<file path="src/rtl/aurora_userk_pkg.sv">
// aurora_userk_pkg: definitions shared by the Aurora UserK RX assembler and
// the UserK TX FSM. These are the lane count, the UserK word width and the
// receive FSM state encoding.
package aurora_userk_pkg;

    localparam int LANES  = 4;
    localparam int WORD_W = 64;

    typedef enum logic [1:0] {
        NOT_READY = 2'd0,
        IDLE      = 2'd1,
        COLLECT   = 2'd2
    } userk_state_e;

endpackage

</file>
<file path="src/rtl/aurora_userk_lane_capture.sv">
// aurora_userk_lane_capture: holds one lane's UserK word for the block being
// assembled, together with a flag that says whether the word has arrived.
// A load always wins over a clear. This lets a discarded block hand the
// same-cycle word straight into the fresh block.
module aurora_userk_lane_capture
    import aurora_userk_pkg::*;
(
    input  logic              clk,
    input  logic              rst_n,
    input  logic              clear,
    input  logic              load,
    input  logic [WORD_W-1:0] data,
    output logic              flag,
    output logic [WORD_W-1:0] word
);

    // Capture a word (setting the flag), or drop the flag when the block ends.
    always_ff @(posedge clk or negedge rst_n) begin
        if (!rst_n) begin
            flag <= 1'b0;
            word <= '0;
        end else if (load) begin
            flag <= 1'b1;
            word <= data;
        end else if (clear) begin
            flag <= 1'b0;
        end
    end

endmodule

</file>
<file path="src/rtl/aurora_multilane_userk_rx.sv">
// aurora_multilane_userk_rx: collects one UserK word per lane across four
// deskewed lanes. Each complete block is written into a downstream FIFO
// through a one-entry pending register.
// Optional feature: define AURORA_USERK_RX_ERRCNT_EN to build the saturating
// OverflowCnt / SkewErrCnt counters. Without it both outputs are tied to 0.
// DbgState exposes the FSM state (aurora_userk_pkg::userk_state_e encoding).
//
// FIFO handshake: FIFO_Full is the downstream "not ready" for the current
// cycle. FIFO_Write (and BlockRcvd) is asserted only when the pending register
// holds a block and FIFO_Full is low in that same cycle. That cycle is the
// transfer. FIFO_UserK is stable while the pending block waits.
module aurora_multilane_userk_rx
    import aurora_userk_pkg::*;
#(
    parameter int SKEW_MAX = 7,
    parameter int CNT_W    = 8
) (
    input  logic                         Clk,
    input  logic                         Rst,
    input  logic                         LaneReady,
    input  logic [LANES-1:0]             RxUserKValid,
    input  logic [LANES-1:0][WORD_W-1:0] RxUserK,
    input  logic                         FIFO_Full,
    output logic                         FIFO_Write,
    output logic [LANES-1:0][WORD_W-1:0] FIFO_UserK,
    output logic                         BlockRcvd,
    output logic [CNT_W-1:0]             OverflowCnt,
    output logic [CNT_W-1:0]             SkewErrCnt,
    output logic [1:0]                   DbgState
);

    // The skew counter only has to hold 0..SKEW_MAX-1. At SKEW_MAX-1 the block
    // either completes or is discarded.
    localparam int SKEW_W = (SKEW_MAX > 1) ? $clog2(SKEW_MAX) : 1;

    userk_state_e                 state;
    logic [SKEW_W-1:0]            skew_cnt;
    logic [LANES-1:0]             flags;
    logic [LANES-1:0][WORD_W-1:0] words;
    logic                         pend_valid;
    logic [LANES-1:0][WORD_W-1:0] pend_data;

    logic                         active;
    logic [LANES-1:0]             valid;
    logic                         dup;
    logic                         cont_done;
    logic                         timeout;
    logic                         discard;
    logic [LANES-1:0]             base_flags;
    logic [LANES-1:0]             next_flags;
    logic                         complete;
    logic                         drain;
    logic                         clear;
    logic [LANES-1:0][WORD_W-1:0] merged;

    // Per-cycle decision: continue, complete, or discard the partial block.
    always_comb begin
        active     = LaneReady && (state != NOT_READY);
        valid      = active ? RxUserKValid : '0;
        dup        = |(valid & flags);
        cont_done  = !dup && ((flags | valid) == '1);
        timeout    = (state == COLLECT) && (skew_cnt == SKEW_W'(SKEW_MAX - 1));
        // Completion beats timeout. A duplicate always discards.
        discard    = active && (dup || (timeout && !cont_done));
        // After a discard, this cycle's words seed a fresh block.
        base_flags = discard ? '0 : flags;
        next_flags = base_flags | valid;
        complete   = active && (next_flags == '1);
        for (int n = 0; n < LANES; n++) begin
            merged[n] = valid[n] ? RxUserK[n] : words[n];
        end
        drain      = pend_valid && !FIFO_Full;
    end

    assign clear = !LaneReady || complete || discard;

    for (genvar n = 0; n < LANES; n++) begin : g_lane
        aurora_userk_lane_capture u_capture (
            .clk   (Clk),
            .rst_n (Rst),
            .clear (clear),
            .load  (valid[n] && !complete),
            .data  (RxUserK[n]),
            .flag  (flags[n]),
            .word  (words[n])
        );
    end

    // FSM and skew counter. Losing LaneReady forces NOT_READY from any state.
    always_ff @(posedge Clk or negedge Rst) begin
        if (!Rst) begin
            state    <= NOT_READY;
            skew_cnt <= '0;
        end else if (!LaneReady) begin
            state    <= NOT_READY;
            skew_cnt <= '0;
        end else if (state == NOT_READY) begin
            state    <= IDLE;
            skew_cnt <= '0;
        end else if (complete || (next_flags == '0)) begin
            state    <= IDLE;
            skew_cnt <= '0;
        end else begin
            state    <= COLLECT;
            skew_cnt <= (base_flags == '0) ? '0 : skew_cnt + 1'b1;
        end
    end

    // Pending register. A draining entry frees the slot for a same-cycle completion.
    always_ff @(posedge Clk or negedge Rst) begin
        if (!Rst) begin
            pend_valid <= 1'b0;
            pend_data  <= '0;
        end else if (complete && (!pend_valid || drain)) begin
            pend_valid <= 1'b1;
            pend_data  <= merged;
        end else if (drain) begin
            pend_valid <= 1'b0;
        end
    end

    assign FIFO_Write = drain;
    assign BlockRcvd  = drain;
    assign FIFO_UserK = pend_data;
    assign DbgState   = state;

`ifdef AURORA_USERK_RX_ERRCNT_EN
    logic             overflow;
    logic [CNT_W-1:0] overflow_cnt;
    logic [CNT_W-1:0] skew_err_cnt;

    assign overflow = complete && pend_valid && FIFO_Full;

    // Saturating error counters: dropped blocks and discarded partial blocks.
    always_ff @(posedge Clk or negedge Rst) begin
        if (!Rst) begin
            overflow_cnt <= '0;
            skew_err_cnt <= '0;
        end else begin
            if (overflow && (overflow_cnt != '1)) begin
                overflow_cnt <= overflow_cnt + 1'b1;
            end
            if (discard && (skew_err_cnt != '1)) begin
                skew_err_cnt <= skew_err_cnt + 1'b1;
            end
        end
    end

    assign OverflowCnt = overflow_cnt;
    assign SkewErrCnt  = skew_err_cnt;
`else
    assign OverflowCnt = '0;
    assign SkewErrCnt  = '0;
`endif

endmodule

</file>
<file path="config.mk">
export PLATFORM = sky130hd
export DESIGN_NAME = aurora_multilane_userk_rx
export DESIGN_NICKNAME = d
export VERILOG_FILES = /design/src/rtl/aurora_userk_pkg.sv /design/src/rtl/aurora_userk_lane_capture.sv /design/src/rtl/aurora_multilane_userk_rx.sv
export SDC_FILE = /design/constraint.sdc
export NUM_CORES = 1
export LEC_CHECK = 0
export BUFFER_PORTS_ARGS = -buffer_cell sky130_fd_sc_hd__buf_2
export CAP_MARGIN = 5
export CORE_MARGIN = 2
export CORE_UTILIZATION = 51
export CTS_CLUSTER_SIZE = 28
export DETAILED_ROUTE_END_ITERATION = 6
export GPL_TIMING_DRIVEN = 0
export PLACE_DENSITY = 0.75
export SYNTH_ARGS = -nofsm -noshare
export SYNTH_HDL_FRONTEND = slang
export SYNTH_HIERARCHICAL = 1
export SYNTH_SLANG_ARGS = --single-unit
</file>
<file path="constraint.sdc">
create_clock -name Clk -period 2.9 [get_ports Clk]
set_input_delay 0 -clock Clk [delete_from_list [all_inputs] [get_ports Clk]]
set_output_delay 0 -clock Clk [all_outputs]
set_load 0.05 [all_outputs]
</file>
# Word level (Yosys, flattened, before mapping)
# Index checks and enable logic that the tools add are counted.
[word_totals] reg_bits=522 input_bits=264 out_inout_bits=276 word_cells=76
[op_classes] n_addsub=1 eq_ne=4 muxes=20 bitwise_logic=3 reduce_logical=33
[ops] operator="64-bit 2-to-1 mux" n=4
[ops] operator="1-bit logical AND" n=12
[ops] operator="3-bit 2-to-1 mux" n=4
[ops] operator="2-bit nonzero test" n=6
[ops] operator="4-bit equality test (second input constant)" n=2
[ops] operator="4-bit logical NOT" n=2
[ops] operator="4-bit 2-to-1 mux" n=2
[ops] operator="4-bit OR" n=2
[ops] operator="1-bit 2-to-1 mux" n=7
[ops] operator="1-bit logical NOT" n=6
[ops] operator="2-bit 2-to-1 mux" n=3
[ops] operator="1-bit logical OR" n=5
[ops] operator="4-bit bitwise AND" n=1
[ops] operator="4-bit OR reduction" n=1
[ops] operator="3-bit by 1-bit adder with 3-bit output (second input constant)" n=1
[ops] operator="3-bit equality test (second input constant)" n=1
[ops] operator="2-bit equality test (second input constant)" n=1
[ops] operator="2-bit logical NOT" n=1

# Depth between registers and ports, before layout
[logic_depth] depth_word=19 ltp_mapped=12 ltp_nobuf=10

# Modules after synthesis
# The synthesis kept the hierarchy.
[by_module_without_submodules] mod="aurora_multilane_userk_rx" instances=1 cells_per_inst=910 area_per_inst_um2=13146.4 seq_area_each_um2=6556.3
[by_module_without_submodules] mod="aurora_userk_lane_capture" instances=4 cells_per_inst=138 area_per_inst_um2=2615.0 seq_area_each_um2=1626.6

# Worst setup path before layout
# OpenSTA, ideal clock, no wires.
[synth_path] path_kind="register to register" from="register state[1] (netlist: DbgState[1])" to="register g_lane[0].u_capture.word[12]" setup_time_ns=0.125 arrival_ns=2.801 required_time_ns=2.775 slack_ns=-0.026 stages_incl_launch_ff=12 n_path_buf=4 period_less_slack_ns=2.926 path_cell_list="dfrtp_1 -> buf_2 -> o211ai_1 -> a22o_2 -> o2111ai_1 -> nand3_1 -> nor4_1 -> clkbuf_1 -> nor2_1 -> buf_6 -> buf_6 -> mux2_4"
[synth_via] elab_chain_len=17 elab_cells_between_ends=21 cone_classes="eq/ne (3); mux (2); bitwise (3); reduce/logical (13)"
[synth_rtl] element="from (decl)" line="aurora_multilane_userk_rx.sv:36" text="userk_state_e state;"
[synth_rtl] element="from (signal assigned)" line="aurora_multilane_userk_rx.sv:92" text="state <= NOT_READY;"
[synth_rtl] element="from (signal assigned)" line="aurora_multilane_userk_rx.sv:95" text="state <= NOT_READY;"
[synth_rtl] element="from (signal assigned)" line="aurora_multilane_userk_rx.sv:98" text="state <= IDLE;"
[synth_rtl] element="2-bit nonzero test" line="aurora_multilane_userk_rx.sv:58" text="active = LaneReady && (state != NOT_READY);"
[synth_rtl] element="1-bit logical AND" line="aurora_multilane_userk_rx.sv:58"
[synth_rtl] element="4-bit 2-to-1 mux" line="aurora_multilane_userk_rx.sv:59" text="valid = active ? RxUserKValid : '0;"
[synth_rtl] element="4-bit bitwise AND" line="aurora_multilane_userk_rx.sv:60" text="dup = |(valid & flags);"
[synth_rtl] element="4-bit OR reduction" line="aurora_multilane_userk_rx.sv:60"
[synth_rtl] element="1-bit logical NOT" line="aurora_multilane_userk_rx.sv:61" text="cont_done = !dup && ((flags | valid) == '1);"
[synth_rtl] element="1-bit logical AND" line="aurora_multilane_userk_rx.sv:61"
[synth_rtl] element="1-bit logical NOT" line="aurora_multilane_userk_rx.sv:64" text="discard = active && (dup || (timeout && !cont_done));"
[synth_rtl] element="1-bit logical AND" line="aurora_multilane_userk_rx.sv:64"
[synth_rtl] element="1-bit logical OR" line="aurora_multilane_userk_rx.sv:64"
[synth_rtl] element="1-bit logical AND" line="aurora_multilane_userk_rx.sv:64"
[synth_rtl] element="4-bit 2-to-1 mux" line="aurora_multilane_userk_rx.sv:66" text="base_flags = discard ? '0 : flags;"
[synth_rtl] element="4-bit OR" line="aurora_multilane_userk_rx.sv:67" text="next_flags = base_flags | valid;"
[synth_rtl] element="4-bit equality test" line="aurora_multilane_userk_rx.sv:68" text="complete = active && (next_flags == '1);"
[synth_rtl] element="1-bit logical AND" line="aurora_multilane_userk_rx.sv:68"
[synth_rtl] element="1-bit logical NOT" line="aurora_multilane_userk_rx.sv:82" text=".load (valid[n] && !complete),"
[synth_rtl] element="1-bit logical AND *" line="aurora_multilane_userk_rx.sv:82"
[synth_rtl] element="to (signal assigned)" line="aurora_userk_lane_capture.sv:24" text="word <= data;"
[synth_rtl] element="to (decl)" line="aurora_userk_lane_capture.sv:14" text="output logic [WORD_W-1:0] word"
# Every way passes the cells marked *; elsewhere a longest branch is shown, timed or not.
# A chain may end at the register's enable or synchronous reset.

# Worst setup path in the final report
[layout_path] from="register state[1] (netlist: DbgState[1])" to="register g_lane[3].u_capture.word[44]"
[layout_via] elab_chain_len=17 elab_cells_between_ends=21 cone_classes="eq/ne (3); mux (2); bitwise (3); reduce/logical (13)"
[layout_rtl] element="2-bit nonzero test" line="aurora_multilane_userk_rx.sv:58"
[layout_rtl] element="1-bit logical AND" line="aurora_multilane_userk_rx.sv:58"
[layout_rtl] element="4-bit 2-to-1 mux" line="aurora_multilane_userk_rx.sv:59"
[layout_rtl] element="4-bit bitwise AND" line="aurora_multilane_userk_rx.sv:60"
[layout_rtl] element="4-bit OR reduction" line="aurora_multilane_userk_rx.sv:60"
[layout_rtl] element="1-bit logical NOT" line="aurora_multilane_userk_rx.sv:61"
[layout_rtl] element="1-bit logical AND" line="aurora_multilane_userk_rx.sv:61"
[layout_rtl] element="1-bit logical NOT" line="aurora_multilane_userk_rx.sv:64"
[layout_rtl] element="1-bit logical AND" line="aurora_multilane_userk_rx.sv:64"
[layout_rtl] element="1-bit logical OR" line="aurora_multilane_userk_rx.sv:64"
[layout_rtl] element="1-bit logical AND" line="aurora_multilane_userk_rx.sv:64"
[layout_rtl] element="4-bit 2-to-1 mux" line="aurora_multilane_userk_rx.sv:66"
[layout_rtl] element="4-bit OR" line="aurora_multilane_userk_rx.sv:67"
[layout_rtl] element="4-bit equality test" line="aurora_multilane_userk_rx.sv:68"
[layout_rtl] element="1-bit logical AND" line="aurora_multilane_userk_rx.sv:68"
[layout_rtl] element="1-bit logical NOT" line="aurora_multilane_userk_rx.sv:82"
[layout_rtl] element="1-bit logical AND *" line="aurora_multilane_userk_rx.sv:82"
[layout_rtl] element="to (signal assigned)" line="aurora_userk_lane_capture.sv:24"
[layout_rtl] element="to (decl)" line="aurora_userk_lane_capture.sv:14"
# Marks and branches as above.

==> flow_summary.json <==
{
  "design.core.area_sq_um": 45600,
  "synth_area_leader_cell": "dfrtp_1",
  "timing.fmax_mhz": 356,
  "syn_inst": 1462,
  "critPathArrivalTime_ns": 3.29,
  "pwr-share-comb_pct": 36.4,
  "hold_viol": 0,
  "buffer_ports.inserted": 522,
  "edff_count_synth": 0,
  "drt_first_iter_violations": 715,
  "dr_wl_met2_um": 31700,
  "fin_hold_ws_ns": 0.167,
  "drtAntennaViolNets": 0,
  "async_sr_flop_fraction_pct": 100,
  "clk-insertion-delay-late_ns": 0.62,
  "route.detailed.wl_per_inst_um": 21.2,
  "yosys_warnings": 6,
  "cellInternalPower_uw": 19500,
  "worst-slew-pin-transition_ns": 0.728,
  "route.top_layer_used": "met5",
  "ordered_list_of_cells_on_the_worst_path": "buf_2 > o211ai_1 > a22o_2 > o2111ai_1 > nand3_2 > nor4_4 > clkbuf_8 > nor2_1 > buf_6 > buf_8 > mux2_4",
  "drt_first_pass_iters": 5,
  "critical_path.max_stage_delay_ns": 0.35,
  "wl_met1_um": 25000,
  "number_of_global_route_vias_before_repair": 17500,
  "min_path_cells": 3,
  "detailed_place_hpwl_um": 41800,
  "clk_root_buffer_cell": "clkbuf_16",
  "worstPathBufferInverterCount": 4,
  "share_clk_of_total_power_pct": 25.1,
  "hold_path.class": "primary input to register",
  "final_min_period_over_clock_period_pct": 96.8,
  "worst-setup-path-type": "register to register",
  "final.fill_count": 2909,
  "cellPowerDensity_nw_per_um2": 916,
  "gr-usage-all-layers_pct": 26.1,
  "synthTopCellsByCount": "dfrtp_1, mux2_2, mux2_1, mux2_4, buf_4",
  "gr-total-overflow": 0,
  "synth.most_common_cell": "dfrtp_1",
  "worst_vdd_ir_mv": 0.734,
  "cts_inserted_buffers": 55,
  "layout-drive-gt1-share_pct": 52.6,
  "drc": 0,
  "cap_viol_max_count": 0,
  "worst-r2r-setup-slack_ns": 0.09,
  "grt_antenna_before_repair": 10,
  "fraction_of_the_yosys_area_taken_by_sequential_cells_pct": 55.3,
  "worst_r2r_path_depth": 11,
  "clock_period_minus_final_worst_setup_slack_ns": 2.81,
  "layout.nets": 2606,
  "post_synth_main_area_contributors": "dfrtp_1, mux2_2, mux2_4",
  "ys_types": 34,
  "power.total_uw": 29200,
  "wl_met3_um": 3880,
  "timing.slew.headroom_pct": 51.3,
  "syn-mean-instance-area_sq_um": 16.1,
  "synthToLayoutAreaGrowth_pct": 35.1,
  "synth-seq-cells": 522,
  "worstReg2RegStart": "DbgState[1]$_DFF_PN0_",
  "leakagePower_uw": 0.0162,
  "grt_first_pass_wirelength_um": 97800,
  "ctsHtreeMaxLevel": 2,
  "maximum_number_of_pins_on_one_net_before_global_route_repair": 125,
  "detail_route.wirelength_um": 63400,
  "count_of_clock_tree_sinks": 522,
  "synth_area_sq_um": 23600,
  "holdPathEnd": "g_lane[0].u_capture/word[8]$_DFFE_PN0P_",
  "worstPathRequired_ns": 3.39,
  "hp-start": "RxUserK[8]",
  "vias": 15700,
  "seq_power_share_pct": 38.5,
  "sw_frac_of_total_pct": 33.3,
  "power.net_switching_uw": 9740,
  "placement.cell_area_sq_um": 27100,
  "netlist.area_leader.share_pct": 55.3,
  "clk_path_buf_depth": 3,
  "crit_path_max_fanout": 10,
  "timing.final.setup_violations": 0,
  "critPathSlowestCell": "dfrtp_2",
  "worst_setup_path_start_kind": "register",
  "drt-vias-per-instance": 5.26,
  "die_w_um": 219,
  "status": "finished, final reports clean",
  "finalMaxSlewViolations": 0,
  "dominantRegCellSynth": "dfrtp_1",
  "post_route_clock_skew_ns": 0.0304,
  "cts_clock_pin_slew_for_the_worst_setup_and_hold_paths_ns": 0.06,
  "finalCoreUtilization_pct": 70.0,
  "start_util_pct": 51.8,
  "cts_tree": "built",
  "cp_top_family": "buffers and inverters",
  "placed_cells": 2603,
  "finalWeightedCongestion": 0.838,
  "worst_r2r_endpoint": "g_lane[3].u_capture/word[44]$_DFFE_PN0P_",
  "die_h_um": 219,
  "fin_cells": 2994,
  "top_level_ports": 540,
  "floorplan.die_area_sq_um": 48000,
  "finalInstanceArea_sq_um": 31900,
  "end_kind": "register",
  "fp-row-count": 78
}
==> area by class of cell <==
| type | instances | area, sq um | area share (%) |
|---|---|---|---|
| Sequential cell | 522 | 13100 | 41.0 |
| Multi-Input combinational cell | 840 | 9830 | 30.8 |
| Timing Repair Buffer | 806 | 5490 | 17.2 |
| Clock buffer | 86 | 1710 | 5.37 |
| Buffer | 105 | 791 | 2.48 |
| Tap cell | 600 | 751 | 2.35 |
| Clock inverter | 17 | 196 | 0.616 |
| Inverter | 10 | 37.5 | 0.118 |
| Antenna cell | 8 | 20.0 | 0.0628 |
==> power groups by stage <==
stage	registers (uW)	logic, uW	clock network, uW
after global routing	11500	11200	7790
after floorplan	13300	5620	0
final	11200	10600	7340
after detailed placement	11200	10200	0
after global placement	11000	9860	0
after CTS	11100	10500	7480
==> metal layers <==
layer	global-route usage, %	up-vias
met5	0	-
met4	11.4	6
met3	6.38	164
met2	45.2	511
met1	31.0	8060
li1	-	7001
==> cells in the final DEF, fill, tap and decap left out, types with 3 or more instances in the layout <==
| cell type | synthesis | final |
|---|---|---|
| dlygate4sd3_1 | 0 | 262 |
| buf_4 | 38 | 56 |
| buf_6 | 28 | 26 |
| o21ai_0 | 5 | 3 |
| o211ai_1 | 4 | 4 |
| buf_8 | 0 | 3 |
| nor4_1 | 4 | 3 |
| buf_2 | 10 | 529 |
| inv_1 | 10 | 10 |
| clkbuf_8 | 0 | 23 |
| diode_2 | 0 | 8 |
| buf_16 | 0 | 4 |
| mux2_1 | 240 | 240 |
| a21o_1 | 7 | 7 |
| clkbuf_1 | 29 | 30 |
| mux2_4 | 196 | 196 |
| clkinv_2 | 0 | 10 |
| dfrtp_1 | 522 | 520 |
| clkbuf_2 | 0 | 8 |
| mux2_2 | 332 | 332 |
| nor2_1 | 10 | 10 |
| nand2_1 | 3 | 3 |
| clkbuf_16 | 0 | 55 |
| conb_1 | 1 | 16 |
| bufinv_16 | 0 | 3 |
==> worst min-delay path: stages <==
cell           delay [ns]
dlygate4sd3_1        0.52
buf_2                0.10
mux2_2               0.13
==> cells by family after synthesis <==
| family | Yosys count | share of synthesized area (%) |
|---|---|---|
| AO/OA/AOI/OAI | 26 | 0.811 |
| buffers and inverters | 115 | 3.38 |
| flip-flops | 522 | 55.3 |
| XOR/XNOR | 1 | 0.0371 |
| AND/OR/NAND/NOR | 27 | 0.567 |
| other | 1 | 0.0159 |
| multiplexers | 768 | 39.8 |
| adder cells (fa/ha/maj) | 2 | 0.106 |
==> state kept, by name (all words and copies together), names as in the netlist <==
name,count
DbgState,2
FIFO_UserK,256
g_lane.u_capture/flag,4
g_lane.u_capture/word,256
pend_valid,1
skew_cnt,3
==> metrics by stage <==
stage	setup slack [ns]	TNS [ns]
after global placement	-9.67	-4621.18
final	0.0929	0
after CTS	0.000147	0
after detailed placement	-0.514	-140.61
after floorplan	0.0652	0
after global routing	-0.0560	-5.07
==> how the worst max path moves through the flow <==
stage,startpoint,endpoint,slack [ns],cells after the start
CTS,DbgState[1]$_DFF_PN0_,g_lane[0].u_capture/word[57]$_DFFE_PN0P_,0.0001,8
global route,DbgState[1]$_DFF_PN0_,g_lane[3].u_capture/word[33]$_DFFE_PN0P_,-0.06,11
finish,DbgState[1]$_DFF_PN0_,g_lane[3].u_capture/word[44]$_DFFE_PN0P_,0.09,11
global placement,Rst,DbgState[1]$_DFF_PN0_,-9.67,1
detailed placement,DbgState[1]$_DFF_PN0_,g_lane[3].u_capture/word[60]$_DFFE_PN0P_,-0.51,11
floorplan,DbgState[0]$_DFF_PN0_,g_lane[0].u_capture/word[12]$_DFFE_PN0P_,0.07,10
==> timing repair <==
| action | CTS | global route |
|---|---|---|
| buffers inserted | 6 | 11 |
| endpoints found under the setup margin | 377 | 391 |
| gates cloned | 1 | 0 |
| pin swaps | 3 | 7 |
| resized for setup | 8 | 17 |
| hold endpoints to repair | 693 | 0 |
| hold buffers | 262 | 0 |
Note: power is estimated with default switching activity, not from simulation.
